===== src/rtl/if_id_stage_pkg.sv =====
// Shared constants and types for the fetch/decode pipeline register.
package if_id_stage_pkg;

  localparam int unsigned W = 8;

  localparam logic [3:0] OP_NOP = 4'h0;
  localparam logic [3:0] OP_IMM = 4'hC;

  typedef enum logic [0:0] {
    S_OP  = 1'b0,
    S_IMM = 1'b1
  } if_id_state_t;

endpackage


===== src/rtl/intr_edge_latch.sv =====
// Interrupt pin capture, rising-edge detect and sticky pending flag.
// IF_ID_INTR_SYNC_EN selects a two-flop synchronizer for an asynchronous pin.
module intr_edge_latch (
  input  logic clk,
  input  logic rst,
  input  logic intr_pin,
  input  logic int_clr,
  output logic intr
);

  logic pin_s;
  logic prev_q;
  logic intr_q;
  logic intr_d;
  logic rise;

`ifdef IF_ID_INTR_SYNC_EN
  logic sync1_q;
  logic sync2_q;

  always_ff @(posedge clk) begin
    if (!rst) begin
      sync1_q <= 1'b0;
      sync2_q <= 1'b0;
    end else begin
      sync1_q <= intr_pin;
      sync2_q <= sync1_q;
    end
  end

  assign pin_s = sync2_q;
`else
  logic cap_q;

  always_ff @(posedge clk) begin
    if (!rst) begin
      cap_q <= 1'b0;
    end else begin
      cap_q <= intr_pin;
    end
  end

  assign pin_s = cap_q;
`endif

  assign rise = pin_s & ~prev_q;

  // A new request wins over a simultaneous clear so nothing is lost.
  always_comb begin
    intr_d = rise | (intr_q & ~int_clr);
  end

  always_ff @(posedge clk) begin
    if (!rst) begin
      prev_q <= 1'b0;
      intr_q <= 1'b0;
    end else begin
      prev_q <= pin_s;
      intr_q <= intr_d;
    end
  end

  assign intr = intr_q;

endmodule


===== src/rtl/if_id_stage.sv =====
// IF/ID pipeline register: captures fetched byte, PC+1 and sf1, assembles
// two-byte immediate instructions, and hosts the pending-interrupt latch.
module if_id_stage #(
  parameter int unsigned W          = if_id_stage_pkg::W,
  parameter logic [3:0]  IMM_OPCODE = if_id_stage_pkg::OP_IMM
) (
  input  logic         clk,
  input  logic         rst,
  input  logic [W-1:0] instr_in,
  input  logic [W-1:0] pc_plus1_in,
  input  logic         sf1_in,
  input  logic         stall,
  input  logic         flush,
  input  logic         intr_pin,
  input  logic         int_clr,
  output logic [W-1:0] IR,
  output logic [W-1:0] imm,
  output logic [W-1:0] pc_plus1,
  output logic         reg_sf1,
  output logic         intr,
  output logic         valid
);

  import if_id_stage_pkg::*;

  localparam logic [W-1:0] NopInstr = {OP_NOP, {(W-4){1'b0}}};

  if_id_state_t state_q, state_d;

  logic [W-1:0] ir_q, ir_d;
  logic [W-1:0] imm_q, imm_d;
  logic [W-1:0] pc_q, pc_d;
  logic [W-1:0] op_hold_q, op_hold_d;
  logic         sf1_q, sf1_d;
  logic         valid_q, valid_d;
  logic         is_imm_op;

  // An sf1 byte is a pushed PC value, never an opcode.
  assign is_imm_op = (instr_in[W-1:W-4] == IMM_OPCODE) && !sf1_in;

  always_ff @(posedge clk) begin
    if (!rst) begin
      state_q <= S_OP;
    end else begin
      state_q <= state_d;
    end
  end

  always_comb begin
    state_d = state_q;
    if (flush) begin
      state_d = S_OP;
    end else if (!stall) begin
      unique case (state_q)
        S_OP:    state_d = is_imm_op ? S_IMM : S_OP;
        S_IMM:   state_d = S_OP;
        default: state_d = S_OP;
      endcase
    end
  end

  always_comb begin
    ir_d      = ir_q;
    imm_d     = imm_q;
    pc_d      = pc_q;
    op_hold_d = op_hold_q;
    sf1_d     = sf1_q;
    valid_d   = valid_q;
    if (flush) begin
      ir_d    = NopInstr;
      valid_d = 1'b0;
      sf1_d   = 1'b0;
    end else if (!stall) begin
      unique case (state_q)
        S_OP: begin
          pc_d  = pc_plus1_in;
          sf1_d = sf1_in;
          if (is_imm_op) begin
            op_hold_d = instr_in;
            ir_d      = NopInstr;
            valid_d   = 1'b0;
          end else begin
            ir_d    = instr_in;
            valid_d = 1'b1;
          end
        end
        S_IMM: begin
          imm_d   = instr_in;
          ir_d    = op_hold_q;
          valid_d = 1'b1;
        end
        default: begin
          ir_d    = NopInstr;
          valid_d = 1'b0;
        end
      endcase
    end
  end

  always_ff @(posedge clk) begin
    if (!rst) begin
      ir_q      <= NopInstr;
      imm_q     <= '0;
      pc_q      <= '0;
      op_hold_q <= '0;
      sf1_q     <= 1'b0;
      valid_q   <= 1'b0;
    end else begin
      ir_q      <= ir_d;
      imm_q     <= imm_d;
      pc_q      <= pc_d;
      op_hold_q <= op_hold_d;
      sf1_q     <= sf1_d;
      valid_q   <= valid_d;
    end
  end

  intr_edge_latch u_intr_edge_latch (
    .clk      (clk),
    .rst      (rst),
    .intr_pin (intr_pin),
    .int_clr  (int_clr),
    .intr     (intr)
  );

  assign IR       = ir_q;
  assign imm      = imm_q;
  assign pc_plus1 = pc_q;
  assign reg_sf1  = sf1_q;
  assign valid    = valid_q;

endmodule


===== config.mk =====
export PLATFORM = sky130hd
export DESIGN_NAME = if_id_stage
export DESIGN_NICKNAME = d
export VERILOG_FILES = /design/src/rtl/if_id_stage_pkg.sv /design/src/rtl/intr_edge_latch.sv /design/src/rtl/if_id_stage.sv
export SDC_FILE = /design/constraint.sdc
export NUM_CORES = 1
export LEC_CHECK = 0
export BUFFER_PORTS_ARGS = -buffer_cell sky130_fd_sc_hd__buf_2
export CAP_MARGIN = 20
export CELL_PAD_IN_SITES_DETAIL_PLACEMENT = 1
export CELL_PAD_IN_SITES_GLOBAL_PLACEMENT = 1
export CORE_MARGIN = 2
export CORE_UTILIZATION = 32
export CTS_BUF_LIST = sky130_fd_sc_hd__clkbuf_4 sky130_fd_sc_hd__clkbuf_8 sky130_fd_sc_hd__clkbuf_16
export DETAILED_ROUTE_END_ITERATION = 7
export PLACE_DENSITY_LB_ADDON = 0.1
export REMOVE_ABC_BUFFERS = 1
export SLEW_MARGIN = 20
export SYNTH_ARGS = -nofsm -noshare
export SYNTH_HDL_FRONTEND = slang
export SYNTH_SLANG_ARGS = --single-unit

===== constraint.sdc =====
create_clock -name clk -period 1.2 [get_ports clk]
set_input_delay 0.06 -clock clk [delete_from_list [all_inputs] [get_ports clk]]
set_output_delay 0.06 -clock clk [all_outputs]
set_load 0.02 [all_outputs]

==> impl_metrics.py, run 1 <==
metrics = {
    "floorplan": {
        "pin_count": 50,
        "die_x_um": 72.5,
        "start_util_pct": 33.8,
        "dieArea_mm2": 0.00525,
        "rows": 24,
        "coreArea_mm2": 0.00444,
        "dieHeight_um": 72.5,
    },
    "timing": {
        "max_freq_mhz": 838,
        "setup_viol": 0,
        "min_period_over_period_pct": 99.5,
        "final.setup.tns_ns": 0,
        "hold_ws_ns": 0.00648,
        "worst-slew-pin-transition_ns": 0.472,
        "slew_headroom_pct": 68.6,
        "slew_violations": 0,
        "period_minus_slack_ns": 1.19,
        "hold_viol": 0,
        "rsz0062_at_grt": "yes",
        "skew_ns": 0.00838,
    },
    "global_routing": {
        "grt_pass1_wl_mm": 7.09,
        "grt_start_max_net_pins": 19,
        "grt_pass1_vias": 1513,
        "use_met1_pct": 19.0,
        "antenna_found_initial": 0,
        "met2_usage_pct": 32.8,
        "grt.total_usage_pct": 17.6,
        "top_usage_layer": "met2",
        "grt-ovfl-total": 0,
        "grt_util_met3_pct": 4.58,
    },
    "clock_tree": {
        "cts.sinks": 38,
        "cts_setup_buffers": 0,
        "insertion_delay_ns": 0.29,
        "numCtsBuffers": 5,
        "clk_path_buf_depth": 2,
        "tritoncts": "done",
        "clock-root-buffer": "clkbuf_8",
        "h-tree-depth": 2,
        "cts.clk_slew.worst_paths_ns": 0.08,
    },
    "critical_path": {
        "r2r_slack_ns": 0.006,
        "path_max_fanout": 6,
        "worstSetupStartpointType": "register",
        "r2r-start": "state_q",
        "rr_endpoint": "op_hold_q[1]",
        "critPathCaptureType": "register",
        "r2r_cells": 3,
        "worstSetupPathType": "reg2reg",
        "crit_arrival_ns": 1.36,
        "cp.required_ns": 1.37,
    },
    "route": {
        "viasPerCell": 5.01,
        "drc_errors": 0,
        "drt_iter0_drc": 54,
        "num_vias": 1413,
        "wl_per_cell_um": 15.2,
        "routed_wirelength_mm": 4.27,
        "ant_nets": 0,
        "first_pass_iters": 4,
    },
    "hold_path": {
        "hp-start": "pc_plus1_in[6]",
        "whs_endpoint": "pc_plus1[6]",
        "hold_class": "in2reg",
        "holdPathStages": 3,
    },
    "cells_and_area": {
        "num-fill-cells": 555,
        "final_cell_mix": "49 x buf_2, 37 x dfxtp_1, 20 x a21oi_1",
        "areaGrowthSynthToFinish_pct": 38.8,
        "final_layout_size_suffix_gt1_share_pct": 37.8,
        "nNetsFinal": 252,
        "diodes": 0,
        "layout.cells.non_filler": 282,
        "utilization_pct": 46.8,
        "final_common_cell": "buf_2",
    },
    "place": {
        "port_buffers": 49,
        "post-place-cells": 271,
        "hpwl_mm": 3.06,
        "gp_congestion": 0.783,
    },
    "synthesis": {
        "synthSimpleGateAreaFrac_pct": 19.3,
        "synth_cells": 167,
        "synthMuxAreaShare_pct": 8.17,
        "synth_seq_cells": 38,
        "synthDistinctLibCells": 26,
        "synthFlopType": "dfxtp_1",
        "yosysWarningCount": 0,
        "synth_adder_area_share_pct": 0,
        "synth_top_family_by_area": "simple AND/OR/NAND/NOR gates",
        "synth_compound_area_share_pct": 15.6,
        "synth_edf_count": 0,
        "yosysSeqAreaShare_pct": 50.7,
        "async_flop_share_pct": 0,
        "mappedNetlistArea_mm2": 0.00150,
        "syn_area_per_cell_um2": 8.98,
        "synth-xor-area-share_pct": 0,
    },
    "outcome": {
        "status": "completed",
    },
    "power_and_ir_drop": {
        "powerDensity_mw_per_mm2": 1290,
        "clkPwrFrac_pct": 40.4,
        "fin_total_pwr_uw": 2690,
        "switchingPower_uw": 662,
        "internal_power_uw": 2030,
        "pwr-share-comb_pct": 11.1,
        "power.leakage_uw": 0.000899,
        "ir_worst_vdd_mv": 0.542,
        "seqPwrFrac_pct": 48.5,
        "sw_frac_of_total_pct": 24.6,
    },
    "run": {
        "max_cap_viol_count": 0,
    },
}
critical path: stages (launching register included):
cell     delay (ns)
dfxtp_2        0.35
or3_4          0.40
o31ai_2        0.22
a21oi_1        0.10
worst max path at each step:
stage / endpoint / cells past startpoint / slack [ns] / startpoint
after floorplan: imm[0] / 3 / -0.82 / state_q
after global placement: IR[6] / 5 / -0.10 / instr_in[4]
after detailed placement: op_hold_q[1] / 5 / -0.16 / instr_in[4]
after CTS: IR[7] / 3 / 0.01 / state_q
after global routing: pc_plus1[4] / 4 / -0.02 / state_q
final: op_hold_q[1] / 3 / 0.006 / state_q
cell families (layout without fill, tap and decap cells):
logic type / Yosys count / after routing
AO/OA/AOI/OAI: 39 / 39
buffers and inverters: 23 / 86
flip-flops: 38 / 38
multiplexers: 12 / 12
AND/OR/NAND/NOR: 55 / 55
flip-flops by register name, indices dropped and copies added, names as in the netlist:
signal	cells
op_hold_q	8
u_intr_edge_latch.prev_q	1
pc_plus1	8
u_intr_edge_latch.cap_q	1
imm	8
reg_sf1	1
valid	1
IR	8
u_intr_edge_latch.intr	1
state_q	1
routing by layer:
layer	part of all wire (%)	routed length (µm)
met3	4.3	183
met1	41	1750
met2	53	2280
met4	1.4	60
met5	0	0
cells in the mapped netlist (all sizes together) (4+ instances only):
cell type / instances / share of area, %
dfxtp: 38 / 51
a221oi: 6 / 3.5
o21ai: 6 / 2.0
nor2: 12 / 3.0
inv: 10 / 2.5
nor2b: 6 / 2.5
a21oi: 20 / 6.7
nand2: 18 / 4.5
nand4: 4 / 1.7
mux2i: 10 / 6.7
o31ai: 4 / 2.0
buf: 7 / 2.3
clkbuf: 6 / 1.5
power by group through the flow:
stage / clock network [µW] / registers [µW] / logic, µW
finish: 1090 / 1310 / 299
global route: 1150 / 1310 / 329
CTS: 1110 / 1310 / 293
floorplan: 0 / 1370 / 90.1
global placement: 0 / 1330 / 268
detailed placement: 0 / 1340 / 278
area by class of cell:
class / instances / area (µm²) / area share, %
Inverter: 10 / 37.5 / 1.80
Sequential cell: 38 / 762 / 36.6
Clock buffer: 5 / 68.8 / 3.31
Clock inverter: 3 / 40.0 / 1.92
Timing Repair Buffer: 68 / 415 / 20.0
Multi-Input combinational cell: 106 / 693 / 33.3
Tap cell: 52 / 65.1 / 3.12
what timing repair did:
action | 4_1_cts | 5_1_grt
endpoints found under the hold margin | 3 | 0
gates cloned | 0 | 0
hold buffers | 3 | 0
setup endpoints to repair | 23 | 19
resized for setup | 7 | 5
pin swaps | 1 | 1
stage by stage:
step	area [µm²]	setup slack, ns
floorplan	1440	-0.823
global placement	1890	-0.101
detailed placement	1890	-0.161
CTS	2060	0.0138
global route	2080	-0.0239
finish	2080	0.00627
(Power assumes the default switching activity.)
==> inputs of run 2 (changes only) <==
- CELL_PAD_IN_SITES_DETAIL_PLACEMENT: 1 -> 0
==> run 2 against run 1 <==
Against the previous run: via count shrank 3.9%; clock-buffer cell count increased by 3; global-route usage is 2.6 points lower; utilization down 0.31 points; fmax rose by 3.2%; sequential share of layout area grew 0.24 points; final cell count fell by 0.71%; first-iteration DRC count grew 35%; clock power down 7%; die area is the same; clock skew is essentially flat; critical path depth is the same.
==> impl_metrics.py, run 2 (synthesized netlist as in run 1, its figures left out) <==
metrics = {
    "outcome": {
        "status": "completed",
    },
    "timing": {
        "hold_viol": 0,
        "slew_headroom_pct": 71.2,
        "period_minus_slack_ns": 1.16,
        "worst-slew-pin-transition_ns": 0.432,
        "skew_ns": 0.00807,
        "max_freq_mhz": 865,
        "slew_violations": 0,
        "setup_viol": 0,
        "rsz0062_at_grt": "yes",
        "min_period_over_period_pct": 96.4,
    },
    "cells_and_area": {
        "stdcell_area_mm2": 0.00207,
        "utilization_pct": 46.5,
        "multiInputGateArea_um2": 687,
        "areaGrowthSynthToFinish_pct": 37.9,
        "final_layout_size_suffix_gt1_share_pct": 37.7,
        "final_common_cell": "buf_2",
        "layout.cells.non_filler": 280,
        "num-fill-cells": 479,
        "nNetsFinal": 250,
        "ff_latch_area_um2": 762,
        "final_cell_mix": "49 x buf_2, 37 x dfxtp_1, 19 x a21oi_1",
        "diodes": 0,
    },
    "clock_tree": {
        "clock-root-buffer": "clkbuf_8",
        "cts.sinks": 38,
        "insertion_delay_ns": 0.28,
        "cts.clk_slew.worst_paths_ns": 0.08,
        "clk_path_buf_depth": 2,
        "numCtsBuffers": 5,
        "cts_setup_buffers": 0,
        "tritoncts": "done",
        "h-tree-depth": 2,
    },
    "critical_path": {
        "critPathCaptureType": "register",
        "worstSetupPathType": "reg2reg",
        "path_max_fanout": 6,
        "cp.required_ns": 1.37,
        "crit_arrival_ns": 1.32,
        "worstSetupStartpointType": "register",
    },
    "power_and_ir_drop": {
        "ir_worst_vdd_mv": 0.738,
        "powerDensity_mw_per_mm2": 1260,
        "power.leakage_uw": 0.000893,
    },
    "place": {
        "gp_congestion": 0.783,
        "hpwl_mm": 2.69,
        "dpl_cell_area_mm2": 0.00189,
        "port_buffers": 49,
        "post-place-cells": 271,
    },
    "hold_path": {
        "hold_class": "in2reg",
    },
    "route": {
        "ant_nets": 0,
        "wl_per_cell_um": 12.6,
        "routed_wirelength_mm": 3.52,
        "drc_errors": 0,
        "drt_iter0_drc": 73,
        "first_pass_iters": 4,
        "viasPerCell": 4.85,
        "num_vias": 1358,
    },
    "global_routing": {
        "met2_usage_pct": 25.2,
        "grt_pass1_vias": 1337,
        "use_met1_pct": 18.3,
        "grt-ovfl-total": 0,
        "grt_pass1_wl_mm": 6.20,
        "grt.total_usage_pct": 15.0,
        "top_usage_layer": "met2",
        "antenna_found_initial": 0,
        "grt_start_max_net_pins": 19,
        "grt_util_met3_pct": 4.31,
    },
    "floorplan": {
        "start_util_pct": 33.8,
        "rows": 24,
        "die_x_um": 72.5,
        "pin_count": 50,
        "dieHeight_um": 72.5,
        "dieArea_mm2": 0.00525,
        "coreArea_mm2": 0.00444,
    },
    "run": {
        "max_cap_viol_count": 0,
    },
}
[run 2: final cells by class]
class,count,share of cell area (%)
Clock buffer,8,5.32
Inverter,10,1.81
Multi-Input combinational cell,106,33.2
Sequential cell,38,36.8
Tap cell,52,3.15
Timing Repair Buffer,66,19.7
[run 2: worst paths after layout]
kind | from | to | slack, ns | cells past startpoint
worst max-delay path | state_q | op_hold_q[1] | 0.04 | 3
worst min-delay path | pc_plus1_in[0] | pc_plus1[0] | 0.01 | 3
worst max register to register | state_q | op_hold_q[1] | 0.04 | 3
worst min register to register | u_intr_edge_latch.cap_q | u_intr_edge_latch.prev_q | 0.45 | 2
[run 2: critical path, stage by stage (launching register included)]
cell,delay [ns]
dfxtp_2,0.35
or3_4,0.39
o31ai_2,0.21
a21oi_1,0.09
[run 2: metal layers]
layer | up-vias | share of wire, %
li1 | 696 | -
met1 | 617 | 45
met2 | 41 | 48
met3 | 4 | 5.9
met4 | 0 | 1.0
met5 | - | 0
[run 2: what timing repair did]
item | CTS | global route
endpoints found under the hold margin | 1 | 0
hold buffers | 1 | 0
gates resized for setup | 5 | 9
pin swaps | 1 | 1
endpoints found under the setup margin | 15 | 22
[run 2: stage by stage]
stage | setup WS, ns | TNS [ns] | hold WS, ns | power, µW
final | 0.0433 | 0 | 0.0133 | 2610
after global routing | -0.0273 | -0.0731 | 0.00766 | 2750
after CTS | 0.0106 | 0 | 0.000516 | 2640
after detailed placement | -0.163 | -1.75 | 0.280 | 1610
after global placement | -0.101 | -1.20 | 0.273 | 1600
after floorplan | -0.823 | -9.01 | 0.171 | 1460
[run 2: where the power goes]
group,internal [µW],switching (µW)
clock network,580,432
registers,1290,13.4
logic,123,164
==> inputs of run 3 (changes only) <==
- BUFFER_PORTS_ARGS: -buffer_cell sky130_fd_sc_hd__buf_2 -> unset
- CORE_UTILIZATION: 32 -> 40
- DONT_BUFFER_PORTS: unset -> 1
==> run 3 against run 2 <==
Against the previous run: the run now ends with hold timing left; clock skew fell by 0.0054 ns; critical path depth unchanged; highest routed layer unchanged; global-route usage rose by 2.7 points.
==> impl_metrics.py, run 3 (synthesized netlist as in run 1, its figures left out) <==
metrics = {
    "timing": {
        "slew_violations": 0,
        "final.setup.tns_ns": 0,
        "period_minus_slack_ns": 1.16,
        "hold_viol": 1,
        "max_freq_mhz": 865,
        "min_period_over_period_pct": 96.4,
        "skew_ns": 0.00264,
        "slew_headroom_pct": 65.5,
        "setup_viol": 0,
        "setup_ws_ns": 0.0436,
        "hold_ws_ns": -0.00695,
        "worst-slew-pin-transition_ns": 0.516,
        "rsz0062_at_grt": "yes",
    },
    "critical_path": {
        "crit_path_top_delay_cell": "or3_4",
        "cp.required_ns": 1.37,
        "r2r-start": "state_q",
        "worstSetupStartpointType": "register",
        "crit_arrival_ns": 1.33,
        "crit_chain": "or3_4 -> o31ai_1 -> a21oi_1",
        "max_stage_delay_ns": 0.38,
        "r2r_cells": 3,
        "worstSetupPathType": "reg2reg",
        "rr_endpoint": "op_hold_q[2]",
        "r2r_slack_ns": 0.04,
        "critPathCaptureType": "register",
        "crit_family": "simple AND/OR/NAND/NOR gates",
        "critPathBufInv": 0,
        "path_max_fanout": 6,
    },
    "floorplan": {
        "dieHeight_um": 65.2,
        "die_x_um": 65.2,
        "pin_count": 50,
        "dieArea_mm2": 0.00426,
        "rows": 22,
        "start_util_pct": 41.3,
        "coreArea_mm2": 0.00363,
    },
    "route": {
        "num_vias": 1318,
        "first_pass_iters": 6,
        "drc_errors": 0,
        "ant_nets": 0,
        "drt_iter0_drc": 67,
        "wl_per_cell_um": 14.4,
        "viasPerCell": 5.21,
        "routed_wirelength_mm": 3.64,
    },
    "cells_and_area": {
        "nNetsFinal": 227,
        "diodes": 0,
        "final_common_cell": "dfxtp_1",
        "final_layout_size_suffix_gt1_share_pct": 24.4,
        "multiInputGateArea_um2": 708,
        "ff_latch_area_um2": 763,
        "areaGrowthSynthToFinish_pct": 40.1,
        "num-fill-cells": 363,
        "final_cell_mix": "36 x dfxtp_1, 21 x dlygate4sd3_1, 18 x nand2_1, 18 x buf_4, 16 x a21oi_1",
    },
    "global_routing": {
        "grt_pass1_wl_mm": 5.89,
        "antenna_found_initial": 0,
        "grt.total_usage_pct": 17.8,
        "grt_start_max_net_pins": 22,
        "grt-ovfl-total": 0,
        "grt_pass1_vias": 1301,
    },
    "power_and_ir_drop": {
        "powerDensity_mw_per_mm2": 1380,
        "ir_worst_vdd_mv": 0.839,
        "power.leakage_uw": 0.000791,
    },
    "clock_tree": {
        "cts.sinks": 38,
        "tritoncts": "done",
        "clock-root-buffer": "clkbuf_8",
        "insertion_delay_ns": 0.29,
        "h-tree-depth": 2,
        "numCtsBuffers": 5,
        "clk_path_buf_depth": 2,
        "cts.clk_slew.worst_paths_ns": 0.07,
    },
    "place": {
        "port_buffers": 0,
        "gp_congestion": 0.739,
        "post-place-ws_ns": -0.0825,
        "hpwl_mm": 2.41,
    },
    "outcome": {
        "status": "finished, violations left",
        "violations": "hold timing",
    },
    "run": {
        "max_cap_viol_count": 0,
    },
    "hold_path": {
        "hp-start": "stall",
        "whs_endpoint": "reg_sf1",
        "hold_class": "in2reg",
        "holdPathStages": 2,
    },
}
## run 3: what timing repair did
item	4_1_cts	5_1_grt
pin swaps	0	9
buffers inserted	2	1
endpoints found under the hold margin	38	15
hold buffers	20	2
resized for setup	5	17
endpoints found under the setup margin	16	27
## run 3: layout make-up
class,count,share of cell area [%]
flip-flops and latches,38,36.3
well taps,48,2.86
clock inverters,2,2.86
multi-input cells,106,33.7
repair buffers,43,18.6
clock buffers,6,3.93
inverters,10,1.79
## run 3: worst reg2reg max path, cell delays in order (launching register included)
cell	delay, ns
dfxtp_2	0.34
or3_4	0.38
o31ai_1	0.22
a21oi_1	0.11
## run 3: worst max-delay path by stage
stage | startpoint | to | slack, ns | cells after the start
floorplan | state_q | imm[0] | -0.82 | 3
global placement | instr_in[4] | op_hold_q[0] | -0.04 | 4
detailed placement | state_q | op_hold_q[0] | -0.08 | 3
CTS | state_q | op_hold_q[2] | -0.004 | 3
global route | state_q | op_hold_q[3] | -0.06 | 5
finish | state_q | op_hold_q[2] | 0.04 | 3
## run 3: layer usage
| layer | part of all wire, % | global-route usage (%) | vias to the layer above |
|---|---|---|---|
| met2 | 49 | 31.4 | 36 |
| met1 | 43 | 19.6 | 629 |
| li1 | - | - | 648 |
| met5 | 0 | 0 | - |
| met4 | 0.99 | 4.95 | 0 |
| met3 | 6.8 | 7.19 | 5 |
## run 3: power by group
group / switching [µW] / total [µW] / leakage, µW / internal [µW]
Combinational: 120 / 244 / 0.000410 / 123
Sequential: 37.5 / 1330 / 0.000310 / 1290
Clock: 447 / 1330 / 0.0000714 / 887
Total: 605 / 2910 / 0.000791 / 2300
## run 3: per-stage QoR
step / power [µW] / util (%) / instances / area [µm²]
floorplan: 1460 / - / 154 / 1440
detailed placement: 1520 / 45.3 / 221 / 1650
global route: 3010 / 57.9 / 253 / 2100
CTS: 2920 / 55.9 / 251 / 2030
finish: 2910 / 57.9 / 253 / 2100
global placement: 1510 / 45.3 / 221 / 1650
